==> src/rtl/audio_tone_detector.sv <==
// Square-wave tone decoder: hysteretic zero-crossing half-period measurement mapped to a 4-bit note code.
// Optional macro DETECT_STEREO_EN: detect on (left + right) >>> 1 instead of the left channel alone.
module audio_tone_detector #(
  parameter logic signed [31:0] THRESH         = 32'sd5000000,
  parameter int unsigned        OFFSET         = 3001,
  parameter int unsigned        STEP_LOG2      = 15,
  parameter int unsigned        STABLE_COUNT   = 3,
  parameter logic [23:0]        TIMEOUT_CYCLES = 24'd600000
) (
  input  logic        CLOCK_50,
  input  logic        resetn,
  input  logic        audio_in_available,
  input  logic [31:0] left_channel_audio_in,
  input  logic [31:0] right_channel_audio_in,
  output logic        read_audio_in,
  output logic [3:0]  note_code,
  output logic        note_valid,
  output logic        note_strobe,
  output logic [23:0] half_period
);

  localparam int unsigned CNT_W   = 24;
  localparam int unsigned CODE_W  = 4;
  localparam int unsigned MATCH_W = 3;
  localparam int unsigned CALC_W  = 26;
  localparam logic [CALC_W-1:0]  HALF_STEP  = CALC_W'(2 ** (STEP_LOG2 - 1));
  localparam logic [CALC_W-1:0]  OFFSET_C   = CALC_W'(OFFSET);
  localparam logic [MATCH_W-1:0] STABLE_C   = MATCH_W'(STABLE_COUNT);
  localparam logic signed [31:0] NEG_THRESH = -THRESH;

  typedef enum logic [1:0] {ST_UNARMED, ST_HIGH, ST_LOW} state_t;

  state_t                   state_q, state_d;
  logic signed [31:0]       sample_q, sample_d, samp_sel;
  logic                     svld_q, svld_d;
  logic [CNT_W-1:0]         cnt_q, cnt_d;
  logic [CNT_W-1:0]         hp_q, hp_d;
  logic [CODE_W-1:0]        cand_q, cand_d;
  logic [MATCH_W-1:0]       match_q, match_d;
  logic [CODE_W-1:0]        code_q, code_d;
  logic                     valid_q, valid_d;
  logic                     strobe_q, strobe_d;
  logic [CALC_W-1:0]        calc_sum, calc_q;
  logic [CODE_W-1:0]        code_calc;
  logic                     is_hi, is_lo, crossing;

`ifdef DETECT_STEREO_EN
  logic signed [32:0] stereo_sum;
  assign stereo_sum = {left_channel_audio_in[31], left_channel_audio_in}
                    + {right_channel_audio_in[31], right_channel_audio_in};
  assign samp_sel   = stereo_sum[32:1];
`else
  logic unused_right;
  assign unused_right = ^right_channel_audio_in;
  assign samp_sel     = left_channel_audio_in;
`endif

  assign read_audio_in = audio_in_available & resetn;

  // Rounded half-period to note code, clamped to 0..15
  always_comb begin
    calc_q    = '0;
    code_calc = '0;
    calc_sum  = CALC_W'(cnt_q) + HALF_STEP;
    if (calc_sum >= OFFSET_C) begin
      calc_q    = (calc_sum - OFFSET_C) >> STEP_LOG2;
      code_calc = (calc_q > CALC_W'(15)) ? 4'hF : calc_q[3:0];
    end
  end

  assign is_hi = svld_q && (sample_q > THRESH);
  assign is_lo = svld_q && (sample_q < NEG_THRESH);

  always_comb begin
    state_d  = state_q;
    sample_d = sample_q;
    svld_d   = read_audio_in;
    cnt_d    = cnt_q;
    hp_d     = hp_q;
    cand_d   = cand_q;
    match_d  = match_q;
    code_d   = code_q;
    valid_d  = valid_q;
    strobe_d = 1'b0;
    crossing = 1'b0;
    if (read_audio_in) sample_d = samp_sel;

    case (state_q)
      ST_UNARMED: begin
        cnt_d = '0;
        if (is_hi)      state_d = ST_HIGH;
        else if (is_lo) state_d = ST_LOW;
      end
      ST_HIGH: if (is_lo) begin
        state_d  = ST_LOW;
        crossing = 1'b1;
      end
      ST_LOW: if (is_hi) begin
        state_d  = ST_HIGH;
        crossing = 1'b1;
      end
      default: state_d = ST_UNARMED;
    endcase

    // Crossing takes priority over timeout on the same edge
    if (state_q != ST_UNARMED) begin
      if (crossing) begin
        cnt_d = CNT_W'(1);
        hp_d  = cnt_q;
        if (code_calc == cand_q) begin
          match_d = (match_q >= STABLE_C) ? STABLE_C : match_q + 3'd1;
        end else begin
          cand_d  = code_calc;
          match_d = 3'd1;
        end
        if ((match_d == STABLE_C) && (!valid_q || (cand_d != code_q))) begin
          code_d   = cand_d;
          valid_d  = 1'b1;
          strobe_d = 1'b1;
        end
      end else if (cnt_q == TIMEOUT_CYCLES) begin
        state_d = ST_UNARMED;
        cnt_d   = '0;
        valid_d = 1'b0;
        code_d  = '0;
        match_d = '0;
      end else begin
        cnt_d = cnt_q + 24'd1;
      end
    end
  end

  always_ff @(posedge CLOCK_50) begin
    if (!resetn) begin
      state_q  <= ST_UNARMED;
      sample_q <= '0;
      svld_q   <= 1'b0;
      cnt_q    <= '0;
      hp_q     <= '0;
      cand_q   <= '0;
      match_q  <= '0;
      code_q   <= '0;
      valid_q  <= 1'b0;
      strobe_q <= 1'b0;
    end else begin
      state_q  <= state_d;
      sample_q <= sample_d;
      svld_q   <= svld_d;
      cnt_q    <= cnt_d;
      hp_q     <= hp_d;
      cand_q   <= cand_d;
      match_q  <= match_d;
      code_q   <= code_d;
      valid_q  <= valid_d;
      strobe_q <= strobe_d;
    end
  end

  assign note_code   = code_q;
  assign note_valid  = valid_q;
  assign note_strobe = strobe_q;
  assign half_period = hp_q;

endmodule

==> config.mk <==
export PLATFORM = sky130hd
export DESIGN_NAME = audio_tone_detector
export DESIGN_NICKNAME = d
export VERILOG_FILES = /design/src/rtl/audio_tone_detector.sv
export SDC_FILE = /design/constraint.sdc
export NUM_CORES = 1
export LEC_CHECK = 0
export ABC_AREA = 1
export BUFFER_PORTS_ARGS = -buffer_cell sky130_fd_sc_hd__buf_2
export CAP_MARGIN = 5
export CORE_MARGIN = 5
export CORE_UTILIZATION = 30
export CTS_CLUSTER_SIZE = 10
export DETAILED_ROUTE_END_ITERATION = 10
export GPL_ROUTABILITY_DRIVEN = 1
export MAX_ROUTING_LAYER = met4
export PLACE_DENSITY_LB_ADDON = 0.1
export SYNTH_ARGS = -nofsm -noshare
export SYNTH_HDL_FRONTEND = slang
export SYNTH_SLANG_ARGS = --single-unit
==> constraint.sdc <==
create_clock -name CLOCK_50 -period 2.9 [get_ports CLOCK_50]
set_clock_uncertainty 0.1 [all_clocks]
set_input_delay 0.58 -clock CLOCK_50 [delete_from_list [all_inputs] [get_ports CLOCK_50]]
set_output_delay 0.58 -clock CLOCK_50 [all_outputs]
set_load 0.01 [all_outputs]
==> results of run 1 <==
[layout make-up]
type	instances	share of cell area
inverter	82	0.0455
sequential	96	0.283
timing repair buffer	152	0.150
multi-input combinational	535	0.438
clock inverter	6	0.0101
clock buffer	9	0.0329
tap	220	0.0402
[timing repair]
action	in CTS	in global routing
pin swaps	27	24
setup endpoints to repair	7	59
setup buffers	16	5
resized for setup	61	33
[worst paths after layout]
kind	startpoint	endpoint	slack, ns	cells after the start
setup reg to reg	cnt_q[14]$_SDFF_PN0_	note_code[3]$_SDFFE_PN0P_	-0.06	19
setup / recovery	cnt_q[14]$_SDFF_PN0_	note_code[3]$_SDFFE_PN0P_	-0.06	19
hold reg to reg	sample_q[5]$_SDFFE_PN0P_	sample_q[5]$_SDFFE_PN0P_	0.36	2
hold / removal	sample_q[5]$_SDFFE_PN0P_	sample_q[5]$_SDFFE_PN0P_	0.36	2
[worst register-to-register path: stages (launching register included)]
cell      delay (ns)
dfxtp_2         0.36
buf_6           0.13
nand3_4         0.07
nor2_4          0.20
nand2_2         0.12
nand2_2         0.11
inv_2           0.06
nor2_4          0.13
nand2_2         0.08
o31ai_4         0.37
buf_4           0.20
nand3_1         0.08
nand2_2         0.09
nor2_4          0.04
buf_6           0.11
o211ai_1        0.16
nand3_4         0.15
nor2_4          0.19
nand2_1         0.08
nand2_1         0.07
[layout by cell type (no fill, tap or decap), types with 15 or more instances in the layout]
cell type and count:
nand2_1 171, dfxtp_1 90, buf_4 78, inv_1 71, a21oi_1 68, nor2_1 65
buf_2 65, o21ai_0 34, nand2_2 33, nand3_1 25, xor2_1 15
[kinds of logic after synthesis]
group	Yosys count	share of synthesized area
compound gates	126	0.137
xor+xnor	16	0.0280
fa+ha+maj	11	0.0275
buf+inv	105	0.0801
flops	96	0.384
simple gates	382	0.344
[power breakdown]
group / switching (W) / internal (W)
combinational: 0.0000866 / 0.0000574
sequential: 0.0000178 / 0.00134
clock: 0.000546 / 0.000671
total: 0.000651 / 0.00207
[through the flow]
step | setup slack [ns] | setup TNS (ns) | total power (W)
3_3_place_gp | -0.141 | -0.683 | 0.00153
5_1_grt | -0.249 | -1.63 | 0.00284
6_report | -0.0569 | -0.175 | 0.00272
4_1_cts | -0.0675 | -0.272 | 0.00277
2_1_floorplan | 0.0591 | 0 | 0.00147
3_5_place_dp | -0.182 | -0.936 | 0.00153
[registers in the layout, summed over array words and instances (netlist names)]
register,cells
sample_q,32
cnt_q,24
half_period,24
cand_q,4
note_code,4
match_q,3
state_q,2
note_strobe,1
note_valid,1
svld_q,1
[layer usage]
| layer | up-vias | routed length, um | part of all wire |
|---|---|---|---|
| met2 | 68 | 7020 | 0.47 |
| li1 | 2670 | - | - |
| met1 | 2306 | 7220 | 0.48 |
| met4 | 0 | 267 | 0.018 |
| met3 | 19 | 477 | 0.032 |
| met5 | - | 0 | 0 |
==> results.sh, run 1 <==
export IMPL_status="finished, violations left"
export IMPL_violations="setup timing"
export IMPL_gp_congestion=0.873
export IMPL_ctsRootBufferMaster="clkbuf_16"
export IMPL_post_route_util=0.416
export IMPL_slowest_stage="o31ai_4"
export IMPL_setup_viol_count_final=6
export IMPL_cp_slowest_stage_delay_ns=0.37
export IMPL_grt_pass1_wl_um=24700
export IMPL_io_buffers=65
export IMPL_yosysTopAreaCell="dfxtp_1"
export IMPL_power_leakage_nw=3.03
export IMPL_instances_no_fill=1100
export IMPL_synth_edf_count=0
export IMPL_async_flop_share=0
export IMPL_drv_slew=0
export IMPL_dp_cells=1066
export IMPL_core_area_um2=16500
export IMPL_seq_area_um2=1940
export IMPL_cp_arrival_ns=3.15
export IMPL_cp_required_ns=3.09
export IMPL_cts_tree="yes"
export IMPL_maxCapViolCount=0
export IMPL_grt_use_met3=0.0285
export IMPL_ys_seq_area_frac=0.384
export IMPL_grt_antenna_before_repair=0
export IMPL_synth_yosys_warnings=0
export IMPL_cts_buffer_depth=2
export IMPL_die_area_um2=19400
export IMPL_drive_gt1_frac=0.303
export IMPL_relSlewSlack=0.605
export IMPL_syn_nets=814
export IMPL_grt_ovfl_total=0
export IMPL_wl_per_cell_um=13.6
export IMPL_antenna_cells=0
export IMPL_synth_cell_area_um2=5010
export IMPL_drc_errors=0
export IMPL_synth_flop_cell="dfxtp_1"
export IMPL_yosysTopAreaCellShare=0.384
export IMPL_ir_worst_vdd_v=0.000274
export IMPL_min_period_ns=2.96
export IMPL_synth_avg_cell_area_um2=6.81
export IMPL_postRouteAntennaNets=0
export IMPL_die_y_um=139
export IMPL_drt_first_pass_iters=4
export IMPL_track_usage=0.159
export IMPL_multi_input_area_um2=3000
export IMPL_hpwlAfterDp_um=11100
export IMPL_holdWs_ns=0.364
export IMPL_final_nets=954
export IMPL_clock_latency_ns=0.35
export IMPL_area_growth_synth_to_final_pct=36.5
export IMPL_hold_buffers=0
export IMPL_fill_cells=1736
export IMPL_powerDensity_nw_per_um2=397
export IMPL_ys_types=39
export IMPL_floorplan_initialDensity=0.304
export IMPL_yosys_top_cells_count="nand2_1, dfxtp_1, inv_1, nor2_1, a21oi_1"
export IMPL_rows=47
export IMPL_viasPerCell=4.60
export IMPL_placed_cell_area_um2=6050
export IMPL_grt_use_met1=0.208
export IMPL_hold_viol=0
export IMPL_path_buf_inv=4
export IMPL_finalCritPeriodShare=1.02
export IMPL_vias=5063
export IMPL_htree_levels=3
export IMPL_rsz0062_at_grt="true"
export IMPL_cts_clk_slew_worst_paths_ns=0.07
export IMPL_crit_chain="buf_6 -> nand3_4 -> nor2_4 -> nand2_2 -> nand2_2 -> inv_2 -> nor2_4 -> nand2_2 -> o31ai_4 -> buf_4 -> nand3_1 -> nand2_2 -> nor2_4 -> buf_6 -> o211ai_1 -> nand3_4 -> nor2_4 -> nand2_1 -> nand2_1"
export IMPL_final_area_um2=6840
export IMPL_max_freq_mhz=338
export IMPL_cts_sinks=96
export IMPL_setup_ws_ns=-0.0569
export IMPL_tightest_slew_ns=0.590
export IMPL_io_pins=98
export IMPL_syn_inst=736
export IMPL_synth_most_common_cell="nand2_1"
export IMPL_routed_wl_um=15000
export IMPL_met2_usage=0.247
export IMPL_hold_path_class="reg2reg"
export IMPL_critical_path_top_delay_family="simple AND/OR/NAND/NOR gates"
export IMPL_grt_max_degree=35
export IMPL_synthTopCellsByArea="dfxtp_1, nand2_1, a21oi_1, inv_1, nor2_1"
export IMPL_die_x_um=139
export IMPL_crit_type="reg2reg"
export IMPL_cts_buffers_inserted=9
export IMPL_busiest_layer="met2"
export IMPL_ys_ff_latch=96
export IMPL_start_kind="flip-flop"
export IMPL_crit_path_end_kind="flip-flop"
export IMPL_cp_max_fo=7
export IMPL_grt_pass1_vias=4950
export IMPL_drt_iter0_markers=222
(Power assumes the default switching activity.)
==> run 2: changes to the inputs <==
Settings changed: ABC_AREA 1 to default.
==> results.sh, run 2 <==
export IMPL_ys_types=71
export IMPL_antenna_cells=0
export IMPL_ir_worst_vdd_v=0.000246
export IMPL_clock_latency_ns=0.35
export IMPL_finalSetupTns_ns=-3.56
export IMPL_min_period_ns=3.34
export IMPL_rows=48
export IMPL_power_frac_comb=0.061
export IMPL_rsz0062_at_grt="true"
export IMPL_relSlewSlack=0.613
export IMPL_slowest_stage="or4b_4"
export IMPL_yosysTopAreaCell="dfxtp_1"
export IMPL_area_growth_synth_to_final_pct=38.1
export IMPL_cts_clk_slew_worst_paths_ns=0.07
export IMPL_viasPerCell=4.77
export IMPL_grt_antenna_before_repair=0
export IMPL_r2r_cells=12
export IMPL_p_seq_frac=0.480
export IMPL_grt_pass1_wl_um=23100
export IMPL_crit_reg2reg_launch="cnt_q[10]$_SDFF_PN0_"
export IMPL_die_x_um=141
export IMPL_cp_startpoint="cnt_q[10]$_SDFF_PN0_"
export IMPL_synthTopCellsByArea="dfxtp_1, mux2i_1, nor2b_1, xor2_1, nor2_1"
export IMPL_postRouteAntennaNets=0
export IMPL_tightest_slew_ns=0.576
export IMPL_clkPwrFrac=0.459
export IMPL_yosysTopAreaCellShare=0.372
export IMPL_gp_congestion=0.824
export IMPL_rrSetupSlack_ns=-0.44
export IMPL_io_pins=98
export IMPL_violations="setup timing"
export IMPL_status="finished, violations left"
export IMPL_track_usage=0.147
export IMPL_drt_iter0_markers=194
export IMPL_synth_edf_count=0
export IMPL_cts_sinks=96
export IMPL_drt_first_pass_iters=4
export IMPL_drv_slew=0
export IMPL_hold_depth=3
export IMPL_max_freq_mhz=299
export IMPL_setup_viol_count_final=9
export IMPL_start_kind="flip-flop"
export IMPL_layout_common_cells="buf_4, dfxtp_1, buf_2, mux2i_1, nor2b_1"
export IMPL_crit_type="reg2reg"
export IMPL_final_nets=802
export IMPL_wl_per_cell_um=14.7
export IMPL_powerDensity_nw_per_um2=401
export IMPL_cp_required_ns=3.04
export IMPL_synth_flop_cell="dfxtp_1"
export IMPL_synth_yosys_warnings=0
export IMPL_synth_most_common_cell="dfxtp_1"
export IMPL_routed_wl_um=14000
export IMPL_holdWs_ns=0.385
export IMPL_async_flop_share=0
export IMPL_hold_viol=0
export IMPL_worstHoldStart="left_channel_audio_in[18]"
export IMPL_synth_avg_cell_area_um2=9.12
export IMPL_setup_ws_ns=-0.444
export IMPL_synth_cell_area_um2=5160
export IMPL_ys_ff_latch=96
export IMPL_place_ws_ns=-0.546
export IMPL_switching_share=0.230
export IMPL_vias=4549
export IMPL_cts_buffers_inserted=9
export IMPL_cp_max_fo=6
export IMPL_die_area_um2=19900
export IMPL_crit_path_end_kind="flip-flop"
export IMPL_regMostFlops="sample_q"
export IMPL_cts_buffer_depth=2
export IMPL_die_y_um=141
export IMPL_largest_reg_flops=32
export IMPL_mostFrequentLayoutCell="buf_4"
export IMPL_floorplan_initialDensity=0.303
export IMPL_min_to="sample_q[18]$_SDFFE_PN0P_"
export IMPL_io_buffers=65
export IMPL_maxCapViolCount=0
export IMPL_drive_gt1_frac=0.347
export IMPL_syn_nets=644
export IMPL_grt_max_degree=34
export IMPL_p_sw_w=0.000657
export IMPL_syn_inst=566
export IMPL_finalCritPeriodShare=1.15
export IMPL_hold_path_class="in2reg"
export IMPL_grt_pass1_vias=4700
export IMPL_hpwlAfterDp_um=10400
export IMPL_finalPower_w=0.00285
export IMPL_power_internal_w=0.00220
export IMPL_cp_arrival_ns=3.48
export IMPL_ctsRootBufferMaster="clkbuf_16"
export IMPL_yosys_top_cells_count="dfxtp_1, mux2i_1, nor2b_1, nor2_1, nand2_1"
export IMPL_cp_slowest_stage_delay_ns=0.56
export IMPL_worst_r2r_endpoint="note_code[2]$_SDFFE_PN0P_"
export IMPL_grt_ovfl_total=0
export IMPL_cts_tree="yes"
export IMPL_crit_chain="or4b_4 -> o2111ai_2 -> a21oi_2 -> o311a_1 -> o41ai_4 -> nand4_4 -> or4_4 -> a21oi_2 -> o2111ai_2 -> buf_4 -> nand4_4 -> o22ai_1"
export IMPL_core_area_um2=17100
export IMPL_ys_seq_area_frac=0.372
export IMPL_drc_errors=0
export IMPL_power_leakage_nw=2.93
export IMPL_htree_levels=3
-- run 2: changes by cell type in the layout (fill, tap and decap cells not counted), moves of 13 or more --
cell and delta:
nand2_1 -145, a21oi_1 -64, mux2i_1 +60, nor2b_1 +59, inv_1 -52, buf_4 +32
nand2_2 -31, o21ai_0 -25, nor2_1 -19, nor2_4 -13
-- run 2: worst max-delay path by stage --
stage / end / slack [ns]
5_1_grt: note_code[0]$_SDFFE_PN0P_ / -0.57
6_report: note_code[2]$_SDFFE_PN0P_ / -0.44
3_3_place_gp: note_code[3]$_SDFFE_PN0P_ / -0.46
4_1_cts: note_code[0]$_SDFFE_PN0P_ / -0.46
2_1_floorplan: note_code[3]$_SDFFE_PN0P_ / -0.27
3_5_place_dp: note_code[1]$_SDFFE_PN0P_ / -0.55
-- run 2: cells by family (layout without fill, tap and decap cells) --
family / after synthesis / count (layout) / share of synthesized area
and+or+nand+nor: 232 / 232 / 0.256
DFF: 96 / 96 / 0.372
AOI/OAI and AO/OA: 72 / 72 / 0.113
muxes: 61 / 61 / 0.118
buffers and inverters: 53 / 216 / 0.0439
xor gates and xnor gates: 41 / 41 / 0.0696
adders and majority gates: 11 / 11 / 0.0267
-- run 2: per-stage QoR --
| step | cells | cell area, um2 | utilization |
|---|---|---|---|
| after CTS | 946 | 6970 | 0.409 |
| after detailed placement | 927 | 6490 | 0.381 |
| after global routing | 954 | 7130 | 0.418 |
| after floorplan | 566 | 5200 | - |
| final | 954 | 7130 | 0.418 |
| after global placement | 927 | 6490 | 0.381 |
-- run 2: cell type report --
| class | instances | area (um2) |
|---|---|---|
| Clock buffer | 10 | 229 |
| Clock inverter | 6 | 91.3 |
| Fill cell | 1751 | 9930 |
| Inverter | 19 | 71.3 |
| Multi-Input combinational cell | 417 | 3240 |
| Sequential cell | 96 | 1940 |
| Tap cell | 225 | 282 |
| Timing Repair Buffer | 181 | 1280 |
-- run 2: power by group through the flow --
stage                     clock [W]  sequential [W]  combinational, W
after CTS                   0.00136         0.00137          0.000172
after detailed placement          0         0.00140          0.000172
after global placement            0         0.00140          0.000167
after floorplan                   0         0.00140          0.000109
final                       0.00131         0.00137          0.000174
after global routing        0.00142         0.00137          0.000194
-- run 2: what timing repair did --
item,4_1_cts,5_1_grt
gates resized for setup,28,15
cloned,0,2
buffers inserted,3,6
hold buffers,0,0
pin swaps,12,15
setup endpoints to repair,9,42
endpoints found under the hold margin,0,0
-- run 2: worst max-delay path, delay by kind of cell, from the launching register on --
| family | cells | cell delay [ns] |
|---|---|---|
| AO/OA/AOI/OAI | 7 | 1.22 |
| flip-flops | 1 | 0.37 |
| buffers and inverters | 1 | 0.18 |
| AND/OR/NAND/NOR | 4 | 1.36 |
-- run 2: routing by layer --
layer,GRT usage,vias to the layer above,wire length (um)
met5,-,-,0
met4,0.0571,0,280
li1,-,2309,-
met3,0.0251,19,504
met1,0.178,2151,6460
met2,0.243,70,6800
==> run 3: changes to the inputs <==
Settings changed: BUFFER_PORTS_ARGS -buffer_cell sky130_fd_sc_hd__buf_2 to -buffer_cell sky130_fd_sc_hd__buf_4, CTS_CLUSTER_DIAMETER from default to 40, MAX_ROUTING_LAYER met4 to default.
==> results.sh, run 3 (synthesis gave the netlist of run 2 again) <==
export IMPL_wl_per_cell_um=14.7
export IMPL_endpoint="note_code[0]$_SDFFE_PN0P_"
export IMPL_die_x_um=141
export IMPL_rsz0062_at_grt="true"
export IMPL_cts_clk_slew_worst_paths_ns=0.07
export IMPL_max_freq_mhz=299
export IMPL_post_route_util=0.439
export IMPL_maxCapViolCount=0
export IMPL_power_frac_comb=0.072
export IMPL_ir_worst_vdd_v=0.000268
export IMPL_routed_wl_um=14300
export IMPL_setup_viol_count_final=9
export IMPL_min_period_ns=3.35
export IMPL_power_leakage_nw=3.04
export IMPL_core_area_um2=17100
export IMPL_place_ws_ns=-0.605
export IMPL_holdWs_ns=0.391
export IMPL_regMostFlops="sample_q"
export IMPL_grt_pass1_vias=4785
export IMPL_drc_errors=0
export IMPL_postRouteAntennaNets=0
export IMPL_mostFrequentLayoutCell="buf_4"
export IMPL_crit_type="reg2reg"
export IMPL_cp_startpoint="cnt_q[15]$_SDFF_PN0_"
export IMPL_cts_sinks=96
export IMPL_gp_congestion=0.820
export IMPL_die_y_um=141
export IMPL_final_nets=824
export IMPL_vias=4652
export IMPL_viasPerCell=4.77
export IMPL_switching_share=0.240
export IMPL_antenna_cells=0
export IMPL_cts_buffers_inserted=9
export IMPL_cp_arrival_ns=3.48
export IMPL_drt_first_pass_iters=4
export IMPL_violations="setup timing"
export IMPL_drv_slew=0
export IMPL_largest_reg_flops=32
export IMPL_htree_levels=3
export IMPL_finalSetupTns_ns=-3.55
export IMPL_cts_tree="yes"
export IMPL_worst_r2r_endpoint="note_code[0]$_SDFFE_PN0P_"
export IMPL_track_usage=0.144
export IMPL_power_internal_w=0.00203
export IMPL_io_pins=98
export IMPL_tightest_slew_ns=0.529
export IMPL_area_growth_synth_to_final_pct=45.0
export IMPL_setup_ws_ns=-0.445
export IMPL_floorplan_initialDensity=0.303
export IMPL_crit_reg2reg_launch="cnt_q[15]$_SDFF_PN0_"
export IMPL_grt_ovfl_total=0
export IMPL_cts_buffer_depth=2
export IMPL_layout_common_cells="buf_4, dfxtp_1, mux2i_1, nor2b_1, nor2_1"
export IMPL_hold_buffers=0
export IMPL_cp_required_ns=3.04
export IMPL_hpwlAfterDp_um=10600
export IMPL_finalCritPeriodShare=1.15
export IMPL_clkPwrFrac=0.415
export IMPL_powerDensity_nw_per_um2=356
export IMPL_rows=48
export IMPL_drive_gt1_frac=0.383
export IMPL_die_area_um2=19900
export IMPL_hold_viol=0
export IMPL_hold_path_class="in2reg"
export IMPL_cp_max_fo=5
export IMPL_grt_antenna_before_repair=0
export IMPL_status="finished, violations left"
export IMPL_fill_cells=1692
export IMPL_ctsRootBufferMaster="clkbuf_16"
export IMPL_clock_latency_ns=0.35
export IMPL_io_buffers=65
export IMPL_start_kind="flip-flop"
export IMPL_r2r_cells=12
export IMPL_rrSetupSlack_ns=-0.45
export IMPL_p_sw_w=0.000641
export IMPL_grt_pass1_wl_um=23500
export IMPL_relSlewSlack=0.643
export IMPL_p_seq_frac=0.513
export IMPL_drt_iter0_markers=198
export IMPL_crit_path_end_kind="flip-flop"
export IMPL_grt_max_degree=37
==> run 3: cell count changes in the layout (fill, tap and decap cells not counted), sizes merged <==
cell | previous run | this run
buf | 179 | 201
bufinv | 2 | 0
clkbuf | 12 | 11
clkinv | 1 | 2
nand4 | 18 | 19
==> run 3: what timing repair did <==
item / CTS / global route
setup buffers: 9 / 8
endpoints found under the setup margin: 29 / 47
cloned: 1 / 1
resized for setup: 30 / 35
pin swaps: 20 / 20
==> run 3: final cells by class <==
class                           instances  area [um2]  share of cell area
Tap cell                              225         282              0.0376
Clock inverter                          5        33.8             0.00452
Inverter                               19        71.3             0.00953
Clock buffer                           10         229              0.0306
Timing Repair Buffer                  202        1580               0.211
Multi-Input combinational cell        418        3340               0.447
Sequential cell                        96        1940               0.260
==> run 3: how the worst min path moves through the flow <==
stage,from,to,depth (start not counted)
floorplan,match_q[2]$_SDFFE_PN0P_,match_q[2]$_SDFFE_PN0P_,1
global placement,match_q[2]$_SDFFE_PN0P_,match_q[2]$_SDFFE_PN0P_,1
detailed placement,note_valid$_SDFFE_PN0P_,note_valid$_SDFFE_PN0P_,2
CTS,left_channel_audio_in[20],sample_q[20]$_SDFFE_PN0P_,3
global route,left_channel_audio_in[20],sample_q[20]$_SDFFE_PN0P_,3
finish,left_channel_audio_in[17],sample_q[17]$_SDFFE_PN0P_,3
==> run 3: through the flow <==
| stage | cell area (um2) | instances | total power [W] |
|---|---|---|---|
| after CTS | 7230 | 966 | 0.00272 |
| after floorplan | 5200 | 566 | 0.00150 |
| final | 7480 | 975 | 0.00267 |
| after detailed placement | 6750 | 941 | 0.00159 |
| after global routing | 7480 | 975 | 0.00279 |
| after global placement | 6750 | 941 | 0.00158 |
==> run 3: metal layers <==
metal	share of wire	up-vias	wire, um	GRT usage
li1	-	2363	-	-
met1	0.46	2208	6580	0.181
met2	0.49	69	7070	0.250
met3	0.036	12	521	0.0268
met4	0.012	0	175	0.0444
met5	0	-	0	0
==> run 3: worst max-delay path, cell delays in order (launching register included) <==
cell      delay (ns)
dfxtp_4         0.37
nand4_1         0.14
or4b_4          0.52
a21oi_4         0.18
a21oi_2         0.07
o41ai_4         0.42
buf_4           0.19
nand4_4         0.15
o21ai_4         0.27
xnor2_2         0.10
nor3_4          0.30
o2111a_2        0.32
o22ai_1         0.09
==> run 3: power groups by stage <==
stage,registers [W],logic [W],clock network (W)
after CTS,0.00137,0.000189,0.00116
after global routing,0.00137,0.000209,0.00121
final,0.00137,0.000191,0.00111
after detailed placement,0.00140,0.000187,0
after floorplan,0.00140,0.000109,0
after global placement,0.00140,0.000181,0
